===== config.mk =====
export PLATFORM = sky130hd
export DESIGN_NAME = key_debounce_array
export DESIGN_NICKNAME = d
export VERILOG_FILES = /design/src/rtl/key_debounce_array.sv
export SDC_FILE = /design/constraint.sdc
export NUM_CORES = 1
export LEC_CHECK = 0
export CAP_MARGIN = 20
export CORE_UTILIZATION = 50
export DETAILED_ROUTE_END_ITERATION = 12
export GPL_TIMING_DRIVEN = 0
export PLACE_DENSITY = 0.67
export SYNTH_ARGS = -nofsm -noshare
export SYNTH_HDL_FRONTEND = slang
export SYNTH_SLANG_ARGS = --single-unit

===== constraint.sdc =====
create_clock -name clk -period 6.4 [get_ports clk]
set_clock_uncertainty 0.05 [all_clocks]
set_input_delay 0.96 -clock clk [delete_from_list [all_inputs] [get_ports clk]]
set_output_delay 0.96 -clock clk [all_outputs]
set_load 0.005 [all_outputs]

===== src/rtl/key_debounce_array.sv =====
// N-channel push-button debouncer: 2-flop synchroniser, 4-state debounce FSM with
// glitch abort, registered press/release/long-press strobes and a long-held level.
module key_debounce_array #(
  parameter int   N_KEYS       = 4,
  parameter int   CNT_W        = 26,
  parameter int   DEBOUNCE_CYC = 500_000,
  parameter int   LONG_CYC     = 50_000_000,
  parameter logic ACTIVE_LEVEL = 1'b1
) (
  input  logic              clk,
  input  logic              reset,
  input  logic [N_KEYS-1:0] key,
  output logic [N_KEYS-1:0] key_state,
  output logic [N_KEYS-1:0] press_pulse,
  output logic [N_KEYS-1:0] release_pulse,
  output logic [N_KEYS-1:0] long_pulse,
  output logic [N_KEYS-1:0] long_held
);

  typedef enum logic [1:0] {IDLE, PRESS_CHK, HELD, REL_CHK} state_t;

  localparam logic [CNT_W-1:0] DEB_LAST  = CNT_W'(DEBOUNCE_CYC - 1);
  localparam logic [CNT_W-1:0] LONG_LAST = CNT_W'(LONG_CYC - 1);
  localparam logic [CNT_W-1:0] CNT_ONE   = CNT_W'(1);

  logic [N_KEYS-1:0] sync_p0;
  logic [N_KEYS-1:0] sync_p1;

  // Stage p0/p1: metastability synchroniser, parked at the released level in reset
  always_ff @(posedge clk or posedge reset) begin
    if (reset) begin
      sync_p0 <= {N_KEYS{~ACTIVE_LEVEL}};
      sync_p1 <= {N_KEYS{~ACTIVE_LEVEL}};
    end else begin
      sync_p0 <= key;
      sync_p1 <= sync_p0;
    end
  end

  for (genvar i = 0; i < N_KEYS; i++) begin : g_ch
    state_t           state;
    state_t           state_nxt;
    logic [CNT_W-1:0] cnt;
    logic [CNT_W-1:0] cnt_nxt;
    logic             p;
    logic             key_state_q, press_q, release_q, long_q, long_held_q;
    logic             key_state_nxt, press_nxt, release_nxt, long_nxt, long_held_nxt;

    assign p = (sync_p1[i] == ACTIVE_LEVEL);

    // Stage p2: FSM state, counter and all outputs are registered together
    always_ff @(posedge clk or posedge reset) begin
      if (reset) begin
        state       <= IDLE;
        cnt         <= '0;
        key_state_q <= 1'b0;
        press_q     <= 1'b0;
        release_q   <= 1'b0;
        long_q      <= 1'b0;
        long_held_q <= 1'b0;
      end else begin
        state       <= state_nxt;
        cnt         <= cnt_nxt;
        key_state_q <= key_state_nxt;
        press_q     <= press_nxt;
        release_q   <= release_nxt;
        long_q      <= long_nxt;
        long_held_q <= long_held_nxt;
      end
    end

    always_comb begin
      state_nxt = state;
      cnt_nxt   = cnt;
      case (state)
        IDLE: begin
          if (p) begin
            state_nxt = PRESS_CHK;
            cnt_nxt   = '0;
          end
        end
        PRESS_CHK: begin
          if (!p) begin
            state_nxt = IDLE;
            cnt_nxt   = '0;
          end else if (cnt == DEB_LAST) begin
            state_nxt = HELD;
            cnt_nxt   = '0;
          end else begin
            cnt_nxt = cnt + CNT_ONE;
          end
        end
        HELD: begin
          if (!p) begin
            state_nxt = REL_CHK;
            cnt_nxt   = '0;
          end else if (cnt != LONG_LAST) begin
            cnt_nxt = cnt + CNT_ONE;
          end
        end
        REL_CHK: begin
          // A return to HELD restarts long-press timing from zero
          if (p) begin
            state_nxt = HELD;
            cnt_nxt   = '0;
          end else if (cnt == DEB_LAST) begin
            state_nxt = IDLE;
            cnt_nxt   = '0;
          end else begin
            cnt_nxt = cnt + CNT_ONE;
          end
        end
        default: begin
          state_nxt = IDLE;
          cnt_nxt   = '0;
        end
      endcase
    end

    always_comb begin
      press_nxt     = (state == PRESS_CHK) && p && (cnt == DEB_LAST);
      release_nxt   = (state == REL_CHK) && !p && (cnt == DEB_LAST);
      long_nxt      = (state == HELD) && p && (cnt == LONG_LAST) && !long_held_q;
      key_state_nxt = (state_nxt == HELD) || (state_nxt == REL_CHK);
      long_held_nxt = key_state_nxt && (long_held_q || long_nxt);
    end

    assign key_state[i]     = key_state_q;
    assign press_pulse[i]   = press_q;
    assign release_pulse[i] = release_q;
    assign long_pulse[i]    = long_q;
    assign long_held[i]     = long_held_q;
  end

endmodule


Yosys cells after proc, flatten, opt, wreduce, memory -nomap -nowiden
Index checks and enable logic that the tools add are counted.

Bits in read-only memories: 0. Flip-flop bits (word level): 140. Memories kept: 0. Memory bits (writable): 0. Output and inout port bits: 20. Latch bits: 0.

Muxes and demuxes: 56. Reduce and logical (&&, ||, !) cells: 56. Magnitude comparators: 0. $add $sub $neg: 4. Div/mod/pow operators: 0. Multipliers: 0. Equal/unequal tests: 40. Shifts and indexed selects: 0. Bitwise operators: 0.

Operators by type and width (number): $mux 26 (24); $pmux 26 s4 (4); $add 26x1->26 const B (4); $eq 26x19->1 const B (4); $eq 26x26->1 const B (4); $ne 26x26->1 const B (4); $mux 2 (24); $eq 2x2->1 const B (16); $logic_and 1x1->1 (32); $pmux 2 s4 (4); $ne 3x3->1 const B (4); $eq 2x1->1 const B (4); $logic_not 1->1 (8); $logic_not 2->1 (4); $logic_or 1x1->1 (8); $ne 2x2->1 const B (4); $reduce_and 2->1 (4).

Logic depth before layout (Yosys ltp)
Gate-level depths: netlist (run 1).

Depth in word-level cells: 7. Mapped depth: 9. Gate-level depth less buffers: 6.

Least setup slack after synthesis (run 1)
OpenSTA, ideal clock, no wires.

Kind: register -> register. Start point: reg g_ch[0].cnt[19]. End point: reg g_ch[0].cnt[24]. Library setup time: 0.128 ns. Arrival: 2.286 ns. Setup slack: 3.936 ns. Stages on the path, launching flop included: 9. Cells stage by stage: dfrtp_1 > clkbuf_1 > or4b_2 > nor4_2 > a21oi_1 > clkbuf_1 > buf_2 > a31oi_1 > o31ai_1.

Longest elaborated chain between the ends: 4. Elaborated cells on any way between the ends: 11. Classes of those cells: add/sub (1); eq/ne (3); mux (6); reduce/logical (1).

RTL lines: from (decl) (line 43) `logic [CNT_W-1:0] cnt;`; from (signal assigned) (line 63) `cnt <= cnt_nxt;`; $add 26x1->26 or $eq 26x19->1 (tied branches); $mux 26 (on tied branches) (line 86, 106, 97); $mux 26 (on tied branches) (line 103, 83, 94); $pmux 26 s4 (line 75) `case (state)`.

Parallel ways exist; a longest one is shown, timed or not. The select of a mux whose other input is x is not followed. A chain may end at the register's enable or synchronous reset.

Worst setup path in the final report (run 1)
Start point: reg g_ch[0].cnt[0]. End point: reg g_ch[0].cnt[18].

Same word-level chain as after synthesis.

==> impl_metrics.prom, run 1 <==
# TYPE chip_impl_metric gauge
chip_impl_info{name="cells_along_the_critical_path",value="ha_1 > and4_1 > nand3_1 > nor4_1 > or2_2 > buf_2 > buf_2 > a22o_1"} 1
chip_impl_metric{name="finalHoldViolations",unit=""} 0
chip_impl_metric{name="power_leakage",unit="nW"} 3.83
chip_impl_metric{name="dpl_worst_slack",unit="ns"} 3.41
chip_impl_metric{name="setup_viol",unit=""} 0
chip_impl_info{name="yosys-top-cells-area",value="sky130_fd_sc_hd__dfrtp_1 (44%), sky130_fd_sc_hd__nand3_1 (3.7%), sky130_fd_sc_hd__nand4_1 (3.2%)"} 1
chip_impl_metric{name="core",unit="um^2"} 15200
chip_impl_info{name="dominantRegCellSynth",value="sky130_fd_sc_hd__dfrtp_1"} 1
chip_impl_metric{name="timing.final.crit_share",unit=""} 0.481
chip_impl_metric{name="pwr-share-clk",unit=""} 0.522
chip_impl_metric{name="slew_headroom",unit=""} 0.237
chip_impl_metric{name="fin_area",unit="um^2"} 8960
chip_impl_metric{name="netlist_area",unit="um^2"} 7790
chip_impl_metric{name="buffer_ports.inserted",unit=""} 25
chip_impl_metric{name="num_antenna_cells",unit=""} 0
chip_impl_metric{name="numCtsBuffers",unit=""} 17
chip_impl_metric{name="grt_first_pass_wirelength",unit="mm"} 31.9
chip_impl_metric{name="cell_area_reported_after_detailed_placement",unit="um^2"} 8300
chip_impl_metric{name="irDropWorstVdd",unit="mV"} 0.188
chip_impl_metric{name="cts.repair_timing.setup_buffer_count",unit=""} 0
chip_impl_metric{name="full_die_area",unit="um^2"} 16100
chip_impl_metric{name="areaGrowthSynthToFinish",unit="%"} 15.0
chip_impl_metric{name="routed_via_density",unit=""} 6.23
chip_impl_metric{name="count_of_nets_after_finishing",unit=""} 900
chip_impl_metric{name="dr_total_vias",unit=""} 6798
chip_impl_metric{name="seqCellArea",unit="um^2"} 3450
chip_impl_info{name="unrepaired_setup_endpoints_after_global_routing",value="no"} 1
chip_impl_metric{name="die-width",unit="um"} 127
chip_impl_metric{name="grt_pass1_vias",unit=""} 6536
chip_impl_metric{name="clk_latency",unit="ns"} 0.43
chip_impl_metric{name="ctsHtreeMaxLevel",unit=""} 4
chip_impl_metric{name="die_y",unit="um"} 127
chip_impl_metric{name="cts-root-to-sink-buffers",unit=""} 2
chip_impl_metric{name="place_hpwl",unit="mm"} 12.9
chip_impl_metric{name="synth-seq-area-share",unit=""} 0.444
chip_impl_metric{name="number_of_warnings_issued_by_yosys",unit=""} 0
chip_impl_metric{name="cts_num_sinks",unit=""} 138
chip_impl_info{name="cts_tree",value="built"} 1
chip_impl_metric{name="start_util",unit=""} 0.512
chip_impl_metric{name="clock_pin_transition_on_the_worst_setup_and_hold_timing_paths",unit="ns"} 0.06
chip_impl_metric{name="hold-worst-slack",unit="ns"} 0.301
chip_impl_info{name="timing.critical_path.to_type",value="flop"} 1
chip_impl_metric{name="starting_drc_count_in_detailed_routing",unit=""} 531
chip_impl_metric{name="power.net_switching",unit="W"} 0.000457
chip_impl_metric{name="cp_data_arrival_time",unit="ns"} 3.39
chip_impl_metric{name="ctsHoldBuffers",unit=""} 0
chip_impl_metric{name="worst_slack",unit="ns"} 3.32
chip_impl_metric{name="drv_slew",unit=""} 0
chip_impl_metric{name="share_of_total_power_consumed_by_net_switching",unit=""} 0.220
chip_impl_info{name="outcome",value="completed"} 1
chip_impl_metric{name="p_int",unit="W"} 0.00162
chip_impl_metric{name="remaining_drc_errors",unit=""} 0
chip_impl_metric{name="antenna_found_initial",unit=""} 0
chip_impl_metric{name="route.final.wire_length",unit="mm"} 18.7
chip_impl_metric{name="post-route-min-period",unit="ns"} 3.08
chip_impl_metric{name="net_count_after_synthesis",unit=""} 855
chip_impl_info{name="cpMaxStageDelayCell",value="sky130_fd_sc_hd__nor4_1"} 1
chip_impl_metric{name="multi_input_area",unit="um^2"} 3920
chip_impl_metric{name="cts-resized-gates",unit=""} 0
chip_impl_metric{name="timing.critical_path.fanout_max",unit=""} 10
chip_impl_metric{name="row_count",unit=""} 45
chip_impl_metric{name="synth.distinct_cells",unit=""} 63
chip_impl_metric{name="io_pins",unit=""} 26
chip_impl_metric{name="nFillCells",unit=""} 1312
chip_impl_metric{name="max_cap_violations",unit=""} 0
chip_impl_info{name="criticalPathCategory",value="reg -> reg"} 1
chip_impl_metric{name="postSynthAreaPerCell",unit="um^2"} 9.21
chip_impl_metric{name="timing.fmax",unit="GHz"} 0.325
chip_impl_metric{name="worst-slew-pin-transition",unit="ns"} 1.13
chip_impl_metric{name="grt_max_degree",unit=""} 82
chip_impl_metric{name="final_antenna_net_count",unit=""} 0
chip_impl_metric{name="max_stage_delay",unit="ns"} 0.95
chip_impl_info{name="worstHoldPathType",value="reg -> reg"} 1
chip_impl_metric{name="drt_first_pass_iters",unit=""} 5
chip_impl_metric{name="ys_ff_latch",unit=""} 138
chip_impl_info{name="synth_top_area_cell",value="sky130_fd_sc_hd__dfrtp_1"} 1
chip_impl_metric{name="routabilityCongestion",unit=""} 0.936
chip_impl_metric{name="power_frac_comb",unit=""} 0.047
chip_impl_metric{name="fin_setup_tns",unit="ns"} 0
chip_impl_metric{name="critPathRequiredTime",unit="ns"} 6.71
chip_impl_info{name="critical_path.startpoint_type",value="flop"} 1
chip_impl_metric{name="groute.usage.overall",unit=""} 0.247
chip_impl_metric{name="sequential_fraction_of_design_power",unit=""} 0.432
chip_impl_metric{name="synth_top_cell_area_share",unit=""} 0.444
chip_impl_metric{name="drive_above_1_share",unit=""} 0.0952
chip_impl_metric{name="synth_edf_count",unit=""} 0
chip_impl_metric{name="wl_per_cell",unit="um"} 17.2
chip_impl_metric{name="synth_cells",unit=""} 845
chip_impl_metric{name="asyncSetResetFlopFracSynth",unit=""} 1.00
chip_impl_info{name="cp_common_cell",value="sky130_fd_sc_hd__buf_2"} 1
chip_impl_metric{name="globalRoute.totalOverflow",unit=""} 0
chip_impl_info{name="clock_tree.root_cell",value="sky130_fd_sc_hd__clkbuf_16"} 1
chip_impl_metric{name="cellPowerDensity",unit="nW/um^2"} 232
through the flow:
step           cells  utilization  total power (W)
6_report        1091        0.589          0.00208
5_1_grt         1091        0.589          0.00215
4_1_cts         1091        0.589          0.00210
3_5_place_dp    1059        0.546          0.00101
3_3_place_gp    1058        0.544          0.00100
2_1_floorplan    845            -         0.000978
cell type report:
cell class	count	share of cell area
plain buffers	66	0.0379
clock buffers	20	0.0510
clock inverters	12	0.0218
inverters	19	0.00852
multi-input cells	622	0.438
flip-flops and latches	138	0.386
well taps	188	0.0263
repair buffers	26	0.0310
worst max-delay path: cells and delay by family, from the launching register on:
family	cells	cell delay, ns
flops	1	0.40
simple gates	4	1.64
compound gates	1	0.19
fa+ha+maj	1	0.24
buf+inv	2	0.49
Yosys cell counts (8+ instances only):
cell                       number
sky130_fd_sc_hd__a21o_1         8
sky130_fd_sc_hd__nor2_1        65
sky130_fd_sc_hd__nor3_1        35
sky130_fd_sc_hd__nand3_1       58
sky130_fd_sc_hd__buf_2         10
sky130_fd_sc_hd__clkbuf_1      35
sky130_fd_sc_hd__and4_1        10
sky130_fd_sc_hd__a211o_1       15
sky130_fd_sc_hd__xnor2_1       25
sky130_fd_sc_hd__and3_1        26
sky130_fd_sc_hd__dfrtp_1      138
sky130_fd_sc_hd__o21ai_0       24
sky130_fd_sc_hd__or4_1         18
sky130_fd_sc_hd__buf_4         21
sky130_fd_sc_hd__nor3b_1       13
sky130_fd_sc_hd__nand4_1       40
sky130_fd_sc_hd__nand2_1       66
sky130_fd_sc_hd__nor4_1        28
sky130_fd_sc_hd__a21oi_1       25
sky130_fd_sc_hd__a31oi_1       15
sky130_fd_sc_hd__xor2_1        20
sky130_fd_sc_hd__inv_1         19
sky130_fd_sc_hd__a22o_1        16
sky130_fd_sc_hd__nand2b_1       8
final timing paths:
path / startpoint / endpoint / slack, ns / cells after the start
worst min-delay path: sync_p0[2] / sync_p1[2] / 0.30 / 0
min in group asynchronous: reset / g_ch[0].cnt[22] / 0.94 / 2
max in group asynchronous: reset / g_ch[2].key_state_q / 4.58 / 3
worst max-delay path: g_ch[0].cnt[0] / g_ch[0].cnt[18] / 3.32 / 8
worst max register to register: g_ch[0].cnt[0] / g_ch[0].cnt[18] / 3.32 / 8
worst min register to register: sync_p0[2] / sync_p1[2] / 0.30 / 0
sequential cells by signal, summed over array words and instances (netlist names):
register,flops
sync_p0,4
g_ch.press_q,4
g_ch.long_q,4
g_ch.long_held_q,4
g_ch.key_state_q,4
g_ch.cnt,104
g_ch.release_q,4
g_ch.state,6
sync_p1,4
power by group through the flow:
stage          Clock, W  Sequential (W)  Combinational (W)
3_5_place_dp          0        0.000913          0.0000978
3_3_place_gp          0        0.000913          0.0000918
6_report        0.00109        0.000898          0.0000970
2_1_floorplan         0        0.000910          0.0000677
4_1_cts         0.00110        0.000898          0.0000983
5_1_grt         0.00114        0.000900           0.000110
per-layer routing:
layer | routed length (um) | share of wire | track usage | vias up
li1 | - | - | - | 3225
met1 | 8340 | 0.45 | 0.331 | 3309
met2 | 9010 | 0.48 | 0.394 | 228
met3 | 1020 | 0.054 | 0.0527 | 36
met4 | 351 | 0.019 | 0.0959 | 0
met5 | 0 | 0 | 0 | -
kinds of logic after synthesis:
kind of cell,count (synthesis),share of synthesized area
compound gates,142,0.128
xor+xnor,45,0.0506
fa+ha+maj,4,0.00643
buf+inv,85,0.0527
flops,138,0.444
mux,14,0.0191
simple gates,417,0.300
cell usage in the layout, fill, tap and decap left out, types with 20 or more instances in the layout:
master and count:
sky130_fd_sc_hd__dfrtp_1 138, sky130_fd_sc_hd__buf_4 21, sky130_fd_sc_hd__xor2_1 20, sky130_fd_sc_hd__nand4_1 40
sky130_fd_sc_hd__nor3_1 35, sky130_fd_sc_hd__nor2_1 65, sky130_fd_sc_hd__clkbuf_1 36, sky130_fd_sc_hd__clkdlybuf4s50_1 25
sky130_fd_sc_hd__nand2_1 66, sky130_fd_sc_hd__nor4_1 28, sky130_fd_sc_hd__xnor2_1 25, sky130_fd_sc_hd__o21ai_0 24
sky130_fd_sc_hd__nand3_1 58, sky130_fd_sc_hd__and3_1 26, sky130_fd_sc_hd__a21oi_1 25
(Power assumes the default switching activity.)
==> run 2: changes to the inputs <==
==> constraint.sdc (replaced) <==
create_clock -name clk -period 3.01 [get_ports clk]
set_clock_uncertainty 0.05 [all_clocks]
set_input_delay 0.4515 -clock clk [delete_from_list [all_inputs] [get_ports clk]]
set_output_delay 0.4515 -clock clk [all_outputs]
set_load 0.005 [all_outputs]
==> run 2 against run 1 <==
- sequential cell count did not move
- combinational power rose by 120%
- non-clock buffer count rose by 2
- worst setup slack got worse by 3.2 ns
- die area did not move
- critical path type unchanged
==> impl_metrics.prom, run 2 (synthesis gave the netlist of run 1 again) <==
# TYPE chip_impl_metric gauge
chip_impl_metric{name="worst-slew-pin-transition",unit="ns"} 0.980
chip_impl_info{name="unrepaired_setup_endpoints_after_global_routing",value="no"} 1
chip_impl_metric{name="route.final.wire_length",unit="mm"} 19.0
chip_impl_metric{name="critical_path.n_buffers_inverters",unit=""} 1
chip_impl_metric{name="grt_pass1_vias",unit=""} 6586
chip_impl_metric{name="cell_area_reported_after_detailed_placement",unit="um^2"} 8340
chip_impl_info{name="cpMaxStageDelayCell",value="sky130_fd_sc_hd__or4_1"} 1
chip_impl_info{name="top_regs",value="g_ch.cnt: 104 flops, g_ch.state: 6 flops"} 1
chip_impl_metric{name="globalRoute.totalOverflow",unit=""} 0
chip_impl_info{name="critical_path.startpoint",value="g_ch[1].cnt[7]"} 1
chip_impl_metric{name="remaining_drc_errors",unit=""} 0
chip_impl_info{name="worstHoldPathType",value="reg -> reg"} 1
chip_impl_info{name="cells_along_the_critical_path",value="or4_1 > or4_1 > o31ai_1 > buf_2 > a21oi_1 > a221o_1"} 1
chip_impl_metric{name="max_cap_violations",unit=""} 0
chip_impl_metric{name="starting_drc_count_in_detailed_routing",unit=""} 727
chip_impl_metric{name="row_count",unit=""} 45
chip_impl_metric{name="hold-worst-slack",unit="ns"} 0.301
chip_impl_metric{name="dr_total_vias",unit=""} 6839
chip_impl_info{name="cp_common_cell",value="sky130_fd_sc_hd__or4_1"} 1
chip_impl_metric{name="numCtsBuffers",unit=""} 17
chip_impl_info{name="cpLargestDelayFamily",value="simple AND/OR/NAND/NOR gates"} 1
chip_impl_metric{name="cts.repair_timing.setup_buffer_count",unit=""} 0
chip_impl_metric{name="ctsHtreeMaxLevel",unit=""} 4
chip_impl_metric{name="met1Wirelength",unit="mm"} 8.47
chip_impl_metric{name="dpl_worst_slack",unit="ns"} 0.0135
chip_impl_metric{name="timing.final.crit_share",unit=""} 0.950
chip_impl_metric{name="groute.usage.overall",unit=""} 0.248
chip_impl_metric{name="num_antenna_cells",unit=""} 0
chip_impl_metric{name="clk_latency",unit="ns"} 0.43
chip_impl_metric{name="antenna_found_initial",unit=""} 0
chip_impl_metric{name="routed_via_density",unit=""} 6.26
chip_impl_metric{name="buffer_ports.inserted",unit=""} 25
chip_impl_metric{name="wl_per_cell",unit="um"} 17.4
chip_impl_metric{name="die_y",unit="um"} 127
chip_impl_info{name="layout.cells.most_common",value="sky130_fd_sc_hd__dfrtp_1"} 1
chip_impl_info{name="clock_tree.root_cell",value="sky130_fd_sc_hd__clkbuf_16"} 1
chip_impl_info{name="routed.top_layer",value="met4"} 1
chip_impl_info{name="critical_path.startpoint_type",value="flop"} 1
chip_impl_metric{name="cp_data_arrival_time",unit="ns"} 3.12
chip_impl_metric{name="irDropWorstVdd",unit="mV"} 0.393
chip_impl_metric{name="routabilityCongestion",unit=""} 0.930
chip_impl_info{name="cts_tree",value="built"} 1
chip_impl_info{name="reg2reg_from",value="g_ch[1].cnt[7]"} 1
chip_impl_metric{name="worst_slack",unit="ns"} 0.149
chip_impl_metric{name="largest_register_ff_count",unit=""} 104
chip_impl_info{name="criticalPathCategory",value="reg -> reg"} 1
chip_impl_info{name="max_flop_register",value="g_ch.cnt"} 1
chip_impl_metric{name="cts-root-to-sink-buffers",unit=""} 2
chip_impl_metric{name="drt_first_pass_iters",unit=""} 5
chip_impl_metric{name="start_util",unit=""} 0.512
chip_impl_metric{name="finish.cell_count_without_fillers",unit=""} 1093
chip_impl_metric{name="io_pins",unit=""} 26
chip_impl_metric{name="met3WireLength",unit="mm"} 1.16
chip_impl_metric{name="slew_headroom",unit=""} 0.342
chip_impl_info{name="timing.critical_path.to_type",value="flop"} 1
chip_impl_metric{name="areaGrowthSynthToFinish",unit="%"} 16.2
chip_impl_metric{name="die-width",unit="um"} 127
chip_impl_metric{name="routed-wl-met2",unit="mm"} 9.06
chip_impl_metric{name="cts_num_sinks",unit=""} 138
chip_impl_info{name="commonest_cells_after_routing_fill_and_taps_aside",value="sky130_fd_sc_hd__dfrtp_1 (138), sky130_fd_sc_hd__nand2_1 (66), sky130_fd_sc_hd__nor2_1 (65)"} 1
chip_impl_metric{name="drive_above_1_share",unit=""} 0.103
chip_impl_metric{name="final_antenna_net_count",unit=""} 0
chip_impl_metric{name="full_die_area",unit="um^2"} 16100
chip_impl_info{name="outcome",value="completed"} 1
chip_impl_metric{name="fin_area",unit="um^2"} 9050
chip_impl_metric{name="critPathRequiredTime",unit="ns"} 3.27
chip_impl_metric{name="power_leakage",unit="nW"} 3.85
chip_impl_metric{name="place_hpwl",unit="mm"} 12.7
chip_impl_metric{name="cellPowerDensity",unit="nW/um^2"} 502
chip_impl_metric{name="placed_cells_incl_taps",unit=""} 1061
chip_impl_metric{name="timing.critical_path.fanout_max",unit=""} 10
chip_impl_metric{name="grt_max_degree",unit=""} 41
chip_impl_metric{name="grt_first_pass_wirelength",unit="mm"} 32.0
chip_impl_metric{name="core",unit="um^2"} 15200
chip_impl_metric{name="timing.fmax",unit="GHz"} 0.350
chip_impl_metric{name="post-route-min-period",unit="ns"} 2.86
chip_impl_info{name="min_from",value="sync_p0[1]"} 1
chip_impl_metric{name="finalHoldViolations",unit=""} 0
chip_impl_metric{name="clock_pin_transition_on_the_worst_setup_and_hold_timing_paths",unit="ns"} 0.06
chip_impl_metric{name="max_stage_delay",unit="ns"} 0.62
chip_impl_metric{name="setup_viol",unit=""} 0
chip_impl_metric{name="drv_slew",unit=""} 0
chip_impl_metric{name="count_of_nets_after_finishing",unit=""} 902
==> run 2: cell types whose count changed in the layout (fill, tap and decap cells not counted), moves of 2 or more <==
cell,change
sky130_fd_sc_hd__buf_12,+3
sky130_fd_sc_hd__clkinvlp_4,+2
sky130_fd_sc_hd__nor4_1,-3
sky130_fd_sc_hd__nor4_2,+2
==> run 2: cell type report <==
| class | instances | area, um^2 |
|---|---|---|
| repair buffers | 28 | 310 |
| inverters | 19 | 75.1 |
| fillers | 1318 | 6160 |
| clock buffers | 20 | 457 |
| multi-input cells | 622 | 3960 |
| plain buffers | 66 | 340 |
| flip-flops and latches | 138 | 3450 |
| clock inverters | 12 | 219 |
| well taps | 188 | 235 |
==> run 2: worst paths after layout <==
| check | depth (start not counted) | slack, ns | endpoint |
|---|---|---|---|
| setup / recovery | 6 | 0.15 | g_ch[1].cnt[7] |
| hold / removal | 0 | 0.30 | sync_p1[1] |
| setup reg to reg | 6 | 0.15 | g_ch[1].cnt[7] |
| hold reg to reg | 0 | 0.30 | sync_p1[1] |
| max in group asynchronous | 5 | 1.30 | g_ch[0].press_q |
| min in group asynchronous | 2 | 0.47 | g_ch[2].long_q |
==> run 2: worst reg2reg max path, cell delays in order (launching register included) <==
cell	delay (ns)
sky130_fd_sc_hd__dfrtp_1	0.45
sky130_fd_sc_hd__or4_1	0.62
sky130_fd_sc_hd__or4_1	0.48
sky130_fd_sc_hd__o31ai_1	0.28
sky130_fd_sc_hd__buf_2	0.29
sky130_fd_sc_hd__a21oi_1	0.19
sky130_fd_sc_hd__a221o_1	0.39
==> run 2: power breakdown <==
part / switching, W / total [W] / internal [W]
Sequential: 0.0000291 / 0.00191 / 0.00188
Combinational: 0.000145 / 0.000213 / 0.0000682
Clock: 0.000827 / 0.00242 / 0.00159
Total: 0.00100 / 0.00454 / 0.00354
==> run 2: per-layer routing <==
metal  GRT usage  up-vias
met1       0.329     3291
met4      0.0994        0
li1            -     3231
met5           0        -
met3      0.0477       40
met2       0.404      277
==> run 2: timing repair <==
| item | in CTS | in global routing |
|---|---|---|
| pin swaps | 0 | 0 |
| hold buffers | 0 | 0 |
| setup endpoints to repair | 2 | 23 |
| resized for setup | 1 | 6 |
| gates cloned | 0 | 0 |
==> run 2: per-stage QoR <==
step | power (W) | TNS [ns] | util
floorplan | 0.00208 | 0 | -
global placement | 0.00214 | -55.16 | 0.544
detailed placement | 0.00215 | 0 | 0.548
CTS | 0.00456 | 0 | 0.593
global route | 0.00467 | 0 | 0.595
finish | 0.00454 | 0 | 0.595
==> run 3: changes to the inputs <==
--- a/config.mk
+++ b/config.mk
@@ -6,10 +6,9 @@
 export NUM_CORES = 1
 export LEC_CHECK = 0
 export CAP_MARGIN = 20
-export CORE_UTILIZATION = 50
+export CORE_UTILIZATION = 35
 export DETAILED_ROUTE_END_ITERATION = 12
 export GPL_TIMING_DRIVEN = 0
-export PLACE_DENSITY = 0.67
 export SYNTH_ARGS = -nofsm -noshare
 export SYNTH_HDL_FRONTEND = slang
 export SYNTH_SLANG_ARGS = --single-unit
==> run 3 against run 2 <==
- die area increased by 42%
- sequential power about the same
- global-route usage decreased by 7.0 points
- largest cell class unchanged
- worst setup slack improved by 0.029 ns
- worst hold slack got worse by 0.0044 ns
- core utilization decreased by 17 points
- sequential share of layout area decreased by 0.66 points
- clock power about the same
- combinational power increased by 2%
- critical path depth increased by 2
- critical endpoint is now g_ch[0].cnt[24]
- clock-buffer cell count unchanged
- non-clock buffer count increased by 1
==> impl_metrics.prom, run 3 (synthesis gave the netlist of run 1 again) <==
# TYPE chip_impl_metric gauge
chip_impl_metric{name="dr_total_vias",unit=""} 6666
chip_impl_metric{name="remaining_drc_errors",unit=""} 0
chip_impl_metric{name="clock_pin_transition_on_the_worst_setup_and_hold_timing_paths",unit="ns"} 0.06
chip_impl_metric{name="drt_first_pass_iters",unit=""} 5
chip_impl_info{name="layout.cells.most_common",value="sky130_fd_sc_hd__dfrtp_1"} 1
chip_impl_metric{name="timing.reg2reg.setup_slack",unit="ns"} 0.18
chip_impl_metric{name="row_count",unit=""} 54
chip_impl_info{name="max_flop_register",value="g_ch.cnt"} 1
chip_impl_info{name="cpMaxStageDelayCell",value="sky130_fd_sc_hd__or4b_2"} 1
chip_impl_metric{name="cell_area_reported_after_detailed_placement",unit="um^2"} 8480
chip_impl_metric{name="die-width",unit="um"} 151
chip_impl_info{name="unrepaired_setup_endpoints_after_global_routing",value="no"} 1
chip_impl_info{name="cts_tree",value="built"} 1
chip_impl_metric{name="ctsHtreeMaxLevel",unit=""} 4
chip_impl_metric{name="buffer_ports.inserted",unit=""} 25
chip_impl_metric{name="final_antenna_net_count",unit=""} 0
chip_impl_metric{name="largest_register_ff_count",unit=""} 104
chip_impl_metric{name="critPathRequiredTime",unit="ns"} 3.26
chip_impl_info{name="cells_along_the_critical_path",value="clkbuf_1 > or4b_2 > nor4_4 > a21oi_2 > clkbuf_1 > buf_2 > a31oi_1 > o31ai_1"} 1
chip_impl_metric{name="grt_max_degree",unit=""} 37
chip_impl_info{name="criticalPathCategory",value="reg -> reg"} 1
chip_impl_metric{name="finish.utilization",unit=""} 0.422
chip_impl_metric{name="post-route-min-period",unit="ns"} 2.83
chip_impl_metric{name="count_of_nets_after_finishing",unit=""} 903
chip_impl_info{name="clock_tree.root_cell",value="sky130_fd_sc_hd__clkbuf_16"} 1
chip_impl_metric{name="clk_latency",unit="ns"} 0.42
chip_impl_metric{name="cellPowerDensity",unit="nW/um^2"} 495
chip_impl_metric{name="antenna_found_initial",unit=""} 0
chip_impl_metric{name="hold-worst-slack",unit="ns"} 0.297
chip_impl_metric{name="irDropWorstVdd",unit="mV"} 0.377
chip_impl_info{name="min_from",value="sync_p0[1]"} 1
chip_impl_metric{name="numCtsBuffers",unit=""} 17
chip_impl_info{name="cp_common_cell",value="sky130_fd_sc_hd__clkbuf_1"} 1
chip_impl_metric{name="cts_num_sinks",unit=""} 138
chip_impl_metric{name="globalRoute.totalOverflow",unit=""} 0
chip_impl_metric{name="whs_path_depth",unit=""} 0
chip_impl_metric{name="timing.fmax",unit="GHz"} 0.353
chip_impl_metric{name="start_util",unit=""} 0.357
chip_impl_info{name="worstHoldPathType",value="reg -> reg"} 1
chip_impl_metric{name="io_pins",unit=""} 26
chip_impl_metric{name="grt_pass1_vias",unit=""} 6321
chip_impl_metric{name="ff2ff_path_depth",unit=""} 8
chip_impl_info{name="critical_path.startpoint",value="g_ch[0].cnt[19]"} 1
chip_impl_metric{name="die_y",unit="um"} 151
chip_impl_metric{name="max_cap_violations",unit=""} 0
chip_impl_metric{name="worst-slew-pin-transition",unit="ns"} 1.08
chip_impl_metric{name="areaGrowthSynthToFinish",unit="%"} 18.2
chip_impl_metric{name="dpl_worst_slack",unit="ns"} 0.0114
chip_impl_metric{name="finalHoldViolations",unit=""} 0
chip_impl_metric{name="routed_via_density",unit=""} 5.63
chip_impl_info{name="timing.critical_path.to",value="g_ch[0].cnt[24]"} 1
chip_impl_info{name="reg2reg_from",value="g_ch[0].cnt[19]"} 1
chip_impl_metric{name="fin_area",unit="um^2"} 9210
chip_impl_metric{name="grt_first_pass_wirelength",unit="mm"} 32.4
chip_impl_metric{name="ctsHoldBuffers",unit=""} 0
chip_impl_metric{name="worst_slack",unit="ns"} 0.178
chip_impl_info{name="critical_path.startpoint_type",value="flop"} 1
chip_impl_info{name="commonest_cells_after_routing_fill_and_taps_aside",value="sky130_fd_sc_hd__dfrtp_1 (138), sky130_fd_sc_hd__nand2_1 (66), sky130_fd_sc_hd__nor2_1 (65)"} 1
chip_impl_metric{name="wl_per_cell",unit="um"} 16.0
chip_impl_metric{name="full_die_area",unit="um^2"} 22800
chip_impl_metric{name="max_stage_delay",unit="ns"} 0.71
chip_impl_metric{name="starting_drc_count_in_detailed_routing",unit=""} 590
chip_impl_info{name="top_regs",value="g_ch.cnt: 104 flops, g_ch.state: 6 flops"} 1
chip_impl_metric{name="core",unit="um^2"} 21800
chip_impl_metric{name="cts.repair_timing.setup_buffer_count",unit=""} 0
chip_impl_info{name="crit-reg2reg-capture",value="g_ch[0].cnt[24]"} 1
chip_impl_metric{name="slew_headroom",unit=""} 0.271
chip_impl_metric{name="setup_viol",unit=""} 0
chip_impl_metric{name="power_leakage",unit="nW"} 3.87
chip_impl_metric{name="place_hpwl",unit="mm"} 13.1
chip_impl_metric{name="timing.final.crit_share",unit=""} 0.941
chip_impl_metric{name="timing.critical_path.fanout_max",unit=""} 10
chip_impl_metric{name="groute.usage.overall",unit=""} 0.178
chip_impl_metric{name="routabilityCongestion",unit=""} 0.873
chip_impl_metric{name="drive_above_1_share",unit=""} 0.106
chip_impl_metric{name="route.final.wire_length",unit="mm"} 19.0
chip_impl_metric{name="num_antenna_cells",unit=""} 0
chip_impl_metric{name="cp_data_arrival_time",unit="ns"} 3.08
chip_impl_metric{name="cts-root-to-sink-buffers",unit=""} 2
chip_impl_info{name="timing.critical_path.to_type",value="flop"} 1
chip_impl_info{name="outcome",value="completed"} 1
chip_impl_metric{name="drv_slew",unit=""} 0
-- run 3: metrics by stage --
stage | instances | TNS, ns | total power (W)
after global routing | 1185 | 0 | 0.00473
after detailed placement | 1154 | 0 | 0.00216
final | 1185 | 0 | 0.00456
after floorplan | 845 | 0 | 0.00208
after global placement | 1150 | -80.97 | 0.00214
after CTS | 1185 | 0 | 0.00462
-- run 3: routing by layer --
layer  vias to the layer above  global-route usage  part of all wire
met5                         -                   0                 0
met4                         0              0.0505            0.0099
met3                        19              0.0395             0.046
met2                       177               0.272              0.46
met1                      3234               0.253              0.48
li1                       3236                   -                 -
-- run 3: how the worst min path moves through the flow --
stage,endpoint,slack (ns)
after floorplan,sync_p1[0],0.28
after global placement,sync_p1[1],0.28
after detailed placement,sync_p1[1],0.29
after CTS,sync_p1[1],0.30
after global routing,sync_p1[0],0.30
final,sync_p1[1],0.30
-- run 3: layout make-up --
cell class	instances	area, um^2
buffer	66	343
clock buffer	20	467
clock inverter	11	216
fill	2131	12600
inverter	19	75.1
multi-input combinational	622	3960
sequential	138	3450
tap	280	350
timing repair buffer	29	338
-- run 3: worst max-delay path, delay by kind of cell, from the launching register on --
family,cells,cell delay [ns]
AOI/OAI and AO/OA,3,0.46
buffers and inverters,3,0.74
DFF,1,0.35
and+or+nand+nor,2,1.11
-- run 3: timing repair --
action / in CTS / in global routing
pin swaps: 0 / 0
gates resized for setup: 1 / 9
endpoints found under the setup margin: 1 / 36
-- run 3: where the power goes --
group	internal (W)	total (W)	switching, W
combinational	0.0000719	0.000217	0.000145
sequential	0.00188	0.00191	0.0000288
clock	0.00162	0.00243	0.000817
